==> config.mk <==
export PLATFORM = sky130hd
export DESIGN_NAME = shift_reg4_sipo
export DESIGN_NICKNAME = d
export VERILOG_FILES = /design/src/rtl/shift_reg4_sipo.sv
export SDC_FILE = /design/constraint.sdc
export NUM_CORES = 1
export LEC_CHECK = 0
export BUFFER_PORTS_ARGS = -buffer_cell sky130_fd_sc_hd__buf_2
export CAP_MARGIN = 40
export CORE_AREA = 4 4 41 43
export CTS_CLUSTER_DIAMETER = 120
export DETAILED_ROUTE_END_ITERATION = 10
export DIE_AREA = 0 0 45 47
export HOLD_SLACK_MARGIN = 0.06
export SETUP_SLACK_MARGIN = 0.02
export SLEW_MARGIN = 20
export SYNTH_ARGS = -nofsm -noshare
export SYNTH_HDL_FRONTEND = slang
export SYNTH_SLANG_ARGS = --single-unit
==> constraint.sdc <==
create_clock -name clk -period 1.1 [get_ports clk]
set_clock_uncertainty 0.05 [all_clocks]
set_input_delay 0.22 -clock clk [delete_from_list [all_inputs] [get_ports clk]]
set_output_delay 0.22 -clock clk [all_outputs]
set_load 0.01 [all_outputs]
==> src/rtl/shift_reg4_sipo.sv <==
// 4-bit serial-in/parallel-out shift register: clear > load > shift, A -> B -> C -> D -> E.
// Optional registered parity output P when SHIFTREG_PARITY_EN is defined.
module shift_reg4_sipo #(
  parameter logic [3:0] CLR_VALUE = 4'b0000
) (
  input  logic       clk,
  input  logic       clr,
  input  logic       load,
  input  logic [3:0] data,
  input  logic       ena,
  input  logic       A,
`ifdef SHIFTREG_PARITY_EN
  output logic       P,
`endif
  output logic [3:0] Q,
  output logic       E
);

  function automatic logic even_parity(input logic [3:0] v);
    even_parity = ^v;
  endfunction

  logic [3:0] q_d;
  logic [3:0] q_q;
  logic       B;
  logic       C;
  logic       D;

  assign B = q_q[3];
  assign C = q_q[2];
  assign D = q_q[1];
  assign E = q_q[0];
  assign Q = q_q;

  // Next-state selection with clr > load > ena priority.
  always_comb begin
    q_d = q_q;
    if (clr) begin
      q_d = CLR_VALUE;
    end else if (load) begin
      q_d = data;
    end else if (ena) begin
      q_d = {A, B, C, D};
    end else begin
      q_d = q_q;
    end
  end

  // Stage register.
  always_ff @(posedge clk) begin
    q_q <= q_d;
  end

`ifdef SHIFTREG_PARITY_EN
  logic p_d;
  logic p_q;

  assign P = p_q;

  // Parity of the value the stages take on this edge.
  always_comb begin
    p_d = p_q;
    if (clr) begin
      p_d = even_parity(CLR_VALUE);
    end else begin
      p_d = even_parity(q_d);
    end
  end

  // Parity register, updated alongside the stages.
  always_ff @(posedge clk) begin
    p_q <= p_d;
  end
`endif

endmodule

==> Word-level counts from Yosys, hierarchy flattened <==
Cells that the tools add are included.
{ "totals": {"regBits": 4, "elab_cells": 4, "inputBits": 9} }
{ "classes": {"n_mux": 2, "reduce_logical": 1} }
{ "ops": {"columns": ["cell", "count"], "rows": [
  ["4-bit two-way mux", 2],
  ["2-bit nonzero test", 1]
]} }

==> Logic depth before layout (Yosys ltp) <==
{ "logic_depth": {"ltp_word": 2, "mapped_depth": 3} }

==> Least setup slack after synthesis <==
Ideal clock, no wire load.
{ "synth_timing": {"path_kind": "reg-to-reg", "start": "register q_q[1] (netlist: Q[1])", "end": "register q_q[0] (netlist: Q[0])", "setup_time_ns": 0.086, "t_arrival_ns": 0.653, "slack_ns": 0.312, "path_stages_with_launch": 3, "required_time_ns": 0.964, "n_path_buf": 0, "path_cell_list": "dfxtp_1 mux2i_1 a211oi_1"} }
{ "synth_via": {"elab_chain_len": 2} }
{ "synth_lines": {"columns": ["element", "line", "source"], "rows": [
  ["start: declaration", "24", "logic [3:0] q_q;"],
  ["start signal: assignment", "51", "q_q <= q_d;"],
  ["4-bit two-way mux", "42", "end else if (ena) begin"],
  ["4-bit two-way mux", "40", "end else if (load) begin"]
]} }
Every way passes these cells. The select of a mux whose other input is x is not followed.
A chain may end at the register's enable or synchronous reset.

==> Worst setup path after layout <==
{ "layout_timing": {"start": "register q_q[1] (netlist: Q[1])", "end": "output port Q[1]"} }
{ "layout_lines": {"columns": ["element", "line", "source"], "rows": [
  ["end: declaration", "15", "output logic [3:0] Q,"]
]} }
No word-level cell between the ends.

==> metrics <==
power density over the cells=1420 nW/um^2; crit-path cells=buf_2; Fmax=approximately 1000 MHz; Max Fanout on Critical Path=3; leakage power=about 0.14 nW; final net count=44; synthesized area=198 sq um; Max Root-Sink Buffers=2; net count after synthesis=28; TritonCTS Sinks=4; post_cts resized=0; die footprint=~2100 sq um; clk_lat worst skew=230 ps; Worst Setup End Kind=output port; CTS buffer count=3; drt wl/cell=slightly above 9 microns; WL final=~450 microns; Mapped Cells=19; vias in the first global route=160; design area=around 290 sq um; cts hold-fix bufs=0; worst slew margin relative to its limit=about nine tenths; io pins=14; average cell area after synthesis=roughly 10 sq um; via/cell ratio=~3.6; Cell Count, Final, Fillers Out=48; required time worst endpoint=830 ps; core area=1300 sq um; synth unique cells=7; Max-Cap Viols=0; endpoints failing hold=0; YS warnings=0; setup TNS=0 ps; number of DRC markers in iteration 0=0; Clock transition at path regs=~40 ps; crit start category=flop; Slew @ Worst Pin=169 ps; pin count of the biggest net entering global routing=6; path type of the worst min-delay path=in2reg; Buf/Inv on CP=1; final core occ=roughly 22%; CTS tree=yes; first-pass GRT wire length=586 microns; RSZ-0062 raised after global routing=no; Vias=around 180; GR Overflow Total=0; Final period util=roughly nine tenths; die width=45 microns; maximum vdd drop=0.000264 V; Die Y=47 microns; Placed Area=263 sq um; Setup Fix Bufs, Post-CTS=0; layout cells sized above 1=about half; Initial DRT Pass Iterations=1; final setup vio count=0; #FFs+latches synth=4; GRT Util Overall=between 5 and 6%; # diodes=0; antenna-violating nets left=0; H-tree depth=1; Core Rows=13; initial antenna violation count=0; sequential share of the synthesized area=40.5%; placed cell count=45; Layout area overhead=44.3%; Remaining DRCs=0; slowest CP cell=dfxtp_1; initial core utilization=15.2%; filler cell count=approximately 160; status=finished clean; Placer Congestion=around 0.66; WS Path Type=reg2out; post-route minimum period=about 980 ps; number of flip-flops in the largest register=4; Worst path max stage delay=340 ps; CP arrival=710 ps; Port Buffers=13; crit-path leading delay family=flip-flops; Clock Root Buffer=clkbuf_4; fin. max-slew vios=0
==> final cells by class <==
cell class | count | area (sq um) | share of cell area [%]
Multi-Input combinational cell | 12 | 95.1 | 33.3
Timing Repair Buffer | 13 | 65.1 | 22.8
Clock buffer | 3 | 22.5 | 7.89
Tap cell | 15 | 18.8 | 6.58
Sequential cell | 4 | 80.1 | 28.1
Inverter | 1 | 3.75 | 1.32
==> path summary, 6_finish.rpt <==
check / from / endpoint / slack [ps] / cells after the start
worst min-delay path: clr / Q[2] / 140 / 2
worst max-delay path: Q[1] / Q[1] / 120 / 1
worst max register to register: Q[1] / Q[0] / 320 / 2
worst min register to register: Q[2] / Q[2] / 530 / 2
==> synth_stat cells, drive strengths merged <==
| master | instances | area (sq um) |
|---|---|---|
| inv | 1 | 3.75 |
| dfxtp | 4 | 80.1 |
| buf | 2 | 18.8 |
| a211oi | 4 | 30.0 |
| mux2i | 4 | 40.0 |
| nor2b | 4 | 25.0 |
==> stage by stage <==
stage / power [mW] / hold slack, ps / setup slack, ps
2_1_floorplan: 0.206 / 243 / 312
4_1_cts: 0.421 / 131 / 99.9
3_3_place_gp: 0.232 / 378 / 241
5_1_grt: 0.428 / 144 / 91.1
6_report: 0.406 / 142 / 119
3_5_place_dp: 0.233 / 381 / 238
==> cells in the final DEF (no fill, tap or decap), drive strengths merged <==
cell	n
a211oi	4
buf	13
clkbuf	3
dfxtp	4
inv	1
mux2i	4
nor2b	4
==> where the power goes <==
part / switching, mW / internal (mW)
clock network: 0.0550 / 0.122
registers: 0.00671 / 0.157
logic: 0.0312 / 0.0343
==> layer usage <==
metal  global-route usage (%)  routed length, microns  vias to the layer above  part of all wire [%]
met1                     5.44                     207                       60                    46
met5                        0                       0                        -                     0
met4                     14.0                      42                        0                   9.4
met2                     3.67                     109                       17                    24
met3                     1.92                      86                        4                    19
li1                         -                       -                       94                     -
==> cells by family after synthesis <==
group	synth area share [%]
AO/OA/AOI/OAI	15.2
buffers and inverters	11.4
flip-flops	40.5
multiplexers	20.3
AND/OR/NAND/NOR	12.7
(Power assumes the default switching activity.)
